**src/rtl/spi_slave_fifo.sv**
```systemverilog
// spi_slave_fifo: SPI mode-0 target with RX and TX byte FIFOs.
//   The SPI pins (sclk, nss, mosi) are asynchronous and are synchronized into clk.
//   Every received byte is pushed into the RX FIFO. Every transmitted byte is popped
//   from the TX FIFO. When the TX FIFO is empty at a byte load, TX_IDLE is sent instead.
// Ports:
//   clk, rst                  system clock, async active-high reset
//   sclk, nss, mosi, miso     SPI pins (CPOL=0, CPHA=0, MSB first)
//   tx_data/tx_valid/tx_ready host -> TX FIFO byte stream
//   rx_data/rx_valid/rx_ready RX FIFO -> host byte stream
//   rx_level, tx_level        FIFO occupancies
//   rx_ovf, tx_udf, frm_err   sticky error flags, cleared by clr_err
//   busy                      frame in progress
module spi_slave_fifo #(
    parameter int unsigned DEPTH   = 8,
    parameter logic [7:0]  TX_IDLE = 8'hFF
) (
    input  logic                    clk,
    input  logic                    rst,
    input  logic                    sclk,
    input  logic                    nss,
    input  logic                    mosi,
    output logic                    miso,
    input  logic [7:0]              tx_data,
    input  logic                    tx_valid,
    output logic                    tx_ready,
    output logic [7:0]              rx_data,
    output logic                    rx_valid,
    input  logic                    rx_ready,
    output logic [$clog2(DEPTH):0]  rx_level,
    output logic [$clog2(DEPTH):0]  tx_level,
    output logic                    rx_ovf,
    output logic                    tx_udf,
    output logic                    frm_err,
    input  logic                    clr_err,
    output logic                    busy
);
    localparam int unsigned AW = $clog2(DEPTH);
    localparam logic [AW:0] PTR_ONE = {{AW{1'b0}}, 1'b1};

    typedef enum logic {IDLE, ACTIVE} state_t;
    state_t state, state_nxt;

    // [0] and [1] form the synchronizer. [2] is the edge-detect history.
    logic [2:0] sclk_q, nss_q;
    logic [1:0] mosi_q;
    logic       init_done, armed;
    logic       sclk_rise, sclk_fall, nss_rise, nss_fall, mosi_s;

    logic [2:0] bit_cnt;
    logic [7:0] tx_sh, rx_sh;
    logic       rx_push_q;
    logic       do_load, do_sample, do_shift, do_abort;

    logic [7:0] tx_mem [DEPTH];
    logic [7:0] rx_mem [DEPTH];
    logic [AW:0] tx_wr, tx_rd, rx_wr, rx_rd;
    logic tx_empty, tx_full, tx_push, tx_pop;
    logic rx_empty, rx_full, rx_pop, rx_wr_en, ovf_set;

    // nss stage 2 is held high until the pin is seen high after reset.
    // This keeps a reset released mid-frame from looking like a fresh nss fall.
    always_ff @(posedge clk or posedge rst) begin
        if (rst) begin
            sclk_q    <= '0;
            nss_q     <= '1;
            mosi_q    <= '0;
            init_done <= 1'b0;
            armed     <= 1'b0;
        end else begin
            sclk_q    <= {sclk_q[1:0], sclk};
            nss_q[0]  <= nss;
            nss_q[1]  <= armed ? nss_q[0] : 1'b1;
            nss_q[2]  <= nss_q[1];
            mosi_q    <= {mosi_q[0], mosi};
            init_done <= 1'b1;
            armed     <= armed | (init_done & nss_q[0]);
        end
    end

    assign sclk_rise = sclk_q[1] & ~sclk_q[2];
    assign sclk_fall = ~sclk_q[1] & sclk_q[2];
    assign nss_rise  = nss_q[1] & ~nss_q[2];
    assign nss_fall  = ~nss_q[1] & nss_q[2];
    assign mosi_s    = mosi_q[1];

    always_ff @(posedge clk or posedge rst) begin
        if (rst) state <= IDLE;
        else     state <= state_nxt;
    end

    always_comb begin
        state_nxt = state;
        do_load   = 1'b0;
        do_sample = 1'b0;
        do_shift  = 1'b0;
        do_abort  = 1'b0;
        case (state)
            IDLE: begin
                if (nss_fall) begin
                    state_nxt = ACTIVE;
                    do_load   = 1'b1;
                end
            end
            ACTIVE: begin
                if (nss_rise) begin
                    state_nxt = IDLE;
                    do_abort  = 1'b1;
                end else if (sclk_rise) begin
                    do_sample = 1'b1;
                end else if (sclk_fall) begin
                    if (bit_cnt == 3'd0) do_load  = 1'b1;
                    else                 do_shift = 1'b1;
                end
            end
            default: state_nxt = IDLE;
        endcase
    end

    // The completed byte is written into the RX FIFO one cycle after its last sample.
    // That write comes from rx_push_q and rx_sh.
    always_ff @(posedge clk or posedge rst) begin
        if (rst) begin
            bit_cnt   <= '0;
            tx_sh     <= '0;
            rx_sh     <= '0;
            rx_push_q <= 1'b0;
            miso      <= 1'b0;
        end else begin
            rx_push_q <= 1'b0;
            miso      <= (state == ACTIVE) ? tx_sh[7] : 1'b0;
            if (do_load) begin
                bit_cnt <= '0;
                tx_sh   <= tx_empty ? TX_IDLE : tx_mem[tx_rd[AW-1:0]];
            end
            if (do_shift) tx_sh <= {tx_sh[6:0], 1'b0};
            if (do_sample) begin
                rx_sh     <= {rx_sh[6:0], mosi_s};
                bit_cnt   <= bit_cnt + 3'd1;
                rx_push_q <= (bit_cnt == 3'd7);
            end
            if (do_abort) begin
                bit_cnt <= '0;
                if (bit_cnt != 3'd0) rx_sh <= '0;
            end
        end
    end

    assign tx_empty = (tx_wr == tx_rd);
    assign tx_full  = (tx_wr[AW] != tx_rd[AW]) && (tx_wr[AW-1:0] == tx_rd[AW-1:0]);
    assign tx_ready = ~tx_full;
    assign tx_push  = tx_valid & ~tx_full;
    assign tx_pop   = do_load & ~tx_empty;
    assign tx_level = tx_wr - tx_rd;

    always_ff @(posedge clk) begin
        if (tx_push) tx_mem[tx_wr[AW-1:0]] <= tx_data;
    end

    always_ff @(posedge clk or posedge rst) begin
        if (rst) begin
            tx_wr <= '0;
            tx_rd <= '0;
        end else begin
            if (tx_push) tx_wr <= tx_wr + PTR_ONE;
            if (tx_pop)  tx_rd <= tx_rd + PTR_ONE;
        end
    end

    assign rx_empty = (rx_wr == rx_rd);
    assign rx_full  = (rx_wr[AW] != rx_rd[AW]) && (rx_wr[AW-1:0] == rx_rd[AW-1:0]);
    assign rx_valid = ~rx_empty;
    assign rx_data  = rx_mem[rx_rd[AW-1:0]];
    assign rx_pop   = rx_valid & rx_ready;
    assign rx_wr_en = rx_push_q & (~rx_full | rx_pop);
    assign ovf_set  = rx_push_q & rx_full & ~rx_pop;
    assign rx_level = rx_wr - rx_rd;

    always_ff @(posedge clk) begin
        if (rx_wr_en) rx_mem[rx_wr[AW-1:0]] <= rx_sh;
    end

    always_ff @(posedge clk or posedge rst) begin
        if (rst) begin
            rx_wr <= '0;
            rx_rd <= '0;
        end else begin
            if (rx_wr_en) rx_wr <= rx_wr + PTR_ONE;
            if (rx_pop)   rx_rd <= rx_rd + PTR_ONE;
        end
    end

    always_ff @(posedge clk or posedge rst) begin
        if (rst) begin
            rx_ovf  <= 1'b0;
            tx_udf  <= 1'b0;
            frm_err <= 1'b0;
        end else begin
            rx_ovf  <= ~clr_err & (rx_ovf | ovf_set);
            tx_udf  <= ~clr_err & (tx_udf | (do_load & tx_empty));
            frm_err <= ~clr_err & (frm_err | (do_abort & (bit_cnt != 3'd0)));
        end
    end

    assign busy = (state == ACTIVE);

endmodule
```
**config.mk**
```make
export PLATFORM = sky130hd
export DESIGN_NAME = spi_slave_fifo
export DESIGN_NICKNAME = d
export VERILOG_FILES = /design/src/rtl/spi_slave_fifo.sv
export SDC_FILE = /design/constraint.sdc
export NUM_CORES = 1
export LEC_CHECK = 0
export BUFFER_PORTS_ARGS = -buffer_cell sky130_fd_sc_hd__buf_2
export CAP_MARGIN = 15
export CORE_UTILIZATION = 57
export CTS_BUF_LIST = sky130_fd_sc_hd__clkbuf_4
export CTS_CLUSTER_DIAMETER = 200
export CTS_CLUSTER_SIZE = 25
export DETAILED_ROUTE_END_ITERATION = 8
export MAX_ROUTING_LAYER = met4
export PLACE_DENSITY_LB_ADDON = 0.1
export RECOVER_POWER = 25
export SYNTH_ARGS = -nofsm -noshare
export SYNTH_HDL_FRONTEND = slang
export SYNTH_SLANG_ARGS = --single-unit
```
**constraint.sdc**
```tcl
create_clock -name clk -period 2.9 [get_ports clk]
set_input_delay 0.145 -clock clk [delete_from_list [all_inputs] [get_ports clk]]
set_output_delay 0.145 -clock clk [all_outputs]
set_load 0.01 [all_outputs]
```
# == Word-level counts from Yosys, hierarchy flattened ==
# Memory sizes are Yosys's and may differ from the RTL's.
# Index checks and enable logic that the tools add are counted.
# word_totals
out_inout_bits,23
ram_bits,128
inputBits,16
register_bits,51
n_memories,2
# mem_list
memory,words,width,read_ports,rd_ports_with_merged_regs,write_ports,line,source
rx_mem,8,8,1,0,1,55,logic [7:0] rx_mem [DEPTH];
tx_mem,8,8,1,0,1,54,logic [7:0] tx_mem [DEPTH];
# classes
muxes,34
n_addsub,7
bitwise_logic,32
reduce_logical,6
n_eq_ne,7
# op_table
operator,count
2-to-1 mux 8 bit,6
2-to-1 mux 1 bit,23
adder 4 x 1 -> 4 bit (second input constant),4
bitwise AND 1 bit,16
inverter 1 bit,11
2-to-1 mux 3 bit,3
equality test 4 bit,2
subtractor 4 bit,2
equality test 3 bit,2
nonzero test 3 bit,2
OR 1 bit,5
one-hot mux 1 bit (2 select lines),2
adder 3 x 1 -> 3 bit (second input constant),1
equality test 3 bit (second input constant),1
zero test 3 bit,1
logical AND 1 bit,2
inequality test 1 bit,2
nonzero test 2 bit,1

# == Logic depth before layout (Yosys ltp) ==
# logic_depth
word_depth,9
ltp_mapped,8
mapped_depth_nobuf,6

# == Worst setup path after synthesis ==
# No wires, ideal clock.
# synth_path
path_kind,register to register
start,reg rx_rd[1]
end,mem rx_mem[0][0] (enable)
period_less_slack_ps,2739
path_stages_with_launch,9
arrival_ps,2355
setup_ps,383
path_slack_ps,161
cell_sequence,dfrtp_1 clkbuf_1 buf_2 inv_1 ha_1 nand3_1 o31ai_2 nand2b_1 nor3_1
# synth_via
elab_chain_len,7
elab_cells_between_ends,10
classes_between,eq/ne (2); mux (2); bitwise (5); reduce/logical (1)
# synth_lines
item,line,source
start: declaration,56,"logic [AW:0] tx_wr, tx_rd, rx_wr, rx_rd;"
start signal: assignment,188,if (rx_pop) rx_rd <= rx_rd + PTR_ONE;
equality test 4 bit or equality test 3 bit (tied branches),"169, 170",
inverter 1 bit or logical AND 1 bit (tied branches),"171, 170",
bitwise AND 1 bit or inverter 1 bit (tied branches),"173, 174",
OR 1 bit (*),174,assign rx_wr_en = rx_push_q & (~rx_full | rx_pop);
bitwise AND 1 bit (*),174,
2-to-1 mux 1 bit (*),179,if (rx_wr_en) rx_mem[rx_wr[AW-1:0]] <= rx_sh;
2-to-1 mux 1 bit (not written as such) (*),179,
end: declaration,55,
# Every way passes the cells marked *; elsewhere a longest branch is shown, timed or not.

# == Final worst setup path ==
# layout_path
start,reg rx_wr[2]
end,mem rx_mem[0][1] (enable)
# layout_via
elab_chain_len,7
elab_cells_between_ends,10
classes_between,eq/ne (2); mux (2); bitwise (5); reduce/logical (1)
# layout_lines
item,line,source
start: declaration,56,
start signal: assignment,187,if (rx_wr_en) rx_wr <= rx_wr + PTR_ONE;
equality test 4 bit or equality test 3 bit (tied branches),"169, 170",
inverter 1 bit or logical AND 1 bit (tied branches),"171, 170",
bitwise AND 1 bit or inverter 1 bit (tied branches),"173, 174",
OR 1 bit,174,
bitwise AND 1 bit,174,
2-to-1 mux 1 bit,179,
2-to-1 mux 1 bit (not written as such),179,
# Several ways; a longest one is shown, not always the timed one.

==> metrics.cfg <==
[synthesis]
netlist_area_um2 = 7280
postSynthCellCount = 438
synth_edf_count = 128
avgSynthCellArea_um2 = 16.6
yosysTopAreaCellShare = 0.528
ys_top_cells_by_area = edfxtp_1 (53%), dfrtp_1 (16%), mux4_2 (8.0%), nand2_1 (2.6%), ha_1 (2.2%)
synthDistinctLibCells = 49
synth-seq-cells = 179
synth_most_common_cell = edfxtp_1
postSynth.asyncResetShare = 0.285
synth_area_leader_cell = edfxtp_1
ys_warn_count = 0
syn_nets = 469
ys.flop_type = edfxtp_1
seq_area_frac_synth = 0.704
synth_common_cells = edfxtp_1 (128), nand2_1 (50), dfrtp_1 (48)

[status]
violations = max-capacitance violations, max-slew violations
outcome = finished with violations

[final_layout]
final_cell_area_um2 = 8200
final-instance-count-excl-fill = 695
layout-drive-gt1-share = 0.233
syn2layout_area_growth_pct = 12.7
fillers = 897
diodes = 0
nets = 545

[grt]
grt_use_total = 0.217
grt_overflow = 0
antenna_found_initial = 0
first_global_vias = 3834
grt_pass1_wl_um = 20000
grt_max_degree = 52

[detailed_routing]
ant_nets = 0
wl_per_cell_um = 17.9
drt-total-wl_um = 12400
vias = 3849
detail_route.vias_per_cell = 5.54
dr.pass1.iters = 5
drtIter0Drc = 213
drcViolationCount = 0

[clocking]
cts-buffers-inserted = 17
clkTransAtPathRegs_ns = 0.13
clock_path_buffers = 2
cts_tree = built
cts_resized = 0
numClockSinks = 179
clk_latency_ns = 0.53
htree_levels = 4
root_buffer = clkbuf_4

[place]
portBuffers = 38
place.gp.congestion = 0.781
place_area_um2 = 7720
placed_cells = 646
dp_hpwl_um = 8460

[die]
io_pins = 39
die_w_um = 115
die_area_um2 = 13200
die_height_um = 115
start_util = 0.596
core_area_um2 = 12200
num_rows = 40

[flow_run]
maxCapViolCount = 1

[setup_path]
critPathCaptureType = register
cp_max_fo = 8
crit_type = reg2reg
worst-endpoint-required_ns = 3.05
r2r_cells = 5
cp-startpoint = rx_wr[2]
crit_path_start_kind = register
crit_arrival_ns = 2.70
reg2reg_from = rx_wr[2]

[timing]
max_freq_mhz = 393
tns_ns = 0
rsz0062_at_grt = no
fin_crit_sh = 0.876
drv_slew = 42
slew_headroom = -0.211
worst_slew_pin_slew_ns = 1.82
finalClockSkew_ns = 0.0213
hold_viol = 0
setup_viol = 0
fin_crit_ns = 2.54

[power_and_ir_drop]
powerDensity_nw_per_um2 = 886
power_mw = 7.27
p_leak_nw = 3.19
vdd_drop_max_mv = 0.611

[hold_path]
hold_class = in2async

power breakdown:
| group | leakage, nW | internal, mW | switching (mW) |
|---|---|---|---|
| registers | 1.80 | 3.16 | 0.269 |
| logic | 1.20 | 1.11 | 1.23 |
| clock network | 0.181 | 0.719 | 0.777 |
| total | 3.19 | 4.99 | 2.28 |
registers in the layout, summed over array words and instances, names as in the netlist, 2 cells and up:
register,flops
bit_cnt,3
mosi_q,2
nss_q,3
rx_mem,64
rx_rd,4
rx_sh,8
rx_wr,4
sclk_q,3
tx_mem,64
tx_rd,4
tx_sh,8
tx_wr,4
kinds of logic after synthesis:
family / Yosys count / share of synthesized area
other: 1 / 0.000515
flip-flops: 179 / 0.704
XOR/XNOR: 17 / 0.0215
adder cells (fa/ha/maj): 15 / 0.0278
multiplexers: 45 / 0.121
AND/OR/NAND/NOR: 111 / 0.0706
AO/OA/AOI/OAI: 35 / 0.0338
buffers and inverters: 35 / 0.0215
timing repair:
action	in CTS	in global routing
hold endpoints to repair	126	0
hold buffers	15	0
buffers inserted	0	0
stage by stage:
step | utilization | setup WS, ns | hold slack [ns]
6_report | 0.672 | 0.358 | 0.140
5_1_grt | 0.672 | 0.169 | 0.130
4_1_cts | 0.671 | 0.326 | 0.180
3_5_place_dp | 0.633 | 0.337 | 0.251
3_3_place_gp | 0.633 | 0.421 | 0.249
2_1_floorplan | - | 0.161 | 0.149
layer usage:
layer | up-vias | share of wire | global-route usage
met5 | - | 0 | -
met4 | 0 | 0.014 | 0.0745
met3 | 16 | 0.044 | 0.0554
met2 | 97 | 0.51 | 0.348
met1 | 1939 | 0.44 | 0.270
li1 | 1797 | - | -
layout by cell type (no fill, tap or decap), types with 7 or more instances in the layout:
master,instances
clkbuf_4,22
o22ai_1,7
buf_2,30
edfxtp_1,128
nand2b_1,7
clkbuf_1,8
nand2_1,50
dfrtp_1,48
ha_1,13
mux2i_1,9
inv_1,19
dlygate4sd3_1,15
a21oi_1,7
mux4_2,26
xnor2_1,11
buf_4,16
nor2_1,25
path summary, 6_finish.rpt:
path / to / slack [ns]
min reg2reg: mosi_q[1] / 0.37
max reg2reg: rx_mem[0][1] / 0.36
max in group asynchronous: rx_sh[4] / 0.60
min: rx_rd[0] / 0.14
max: rx_mem[0][1] / 0.36
min in group clk: mosi_q[0] / 0.25
final cells by class:
type	count	area [µm²]	area share
sequential	179	5120	0.625
multi-input combinational	224	2000	0.244
timing repair buffer	71	470	0.0573
tap	168	210	0.0256
clock inverter	11	161	0.0197
clock buffer	21	158	0.0192
inverter	21	78.8	0.00961
critical path, stage by stage (launching register included):
cell	delay [ns]
dfrtp_1	0.48
ha_1	0.37
nand3_1	0.19
o31ai_2	0.12
nand2b_1	0.18
nor3_1	0.84
(Power assumes the default switching activity.)
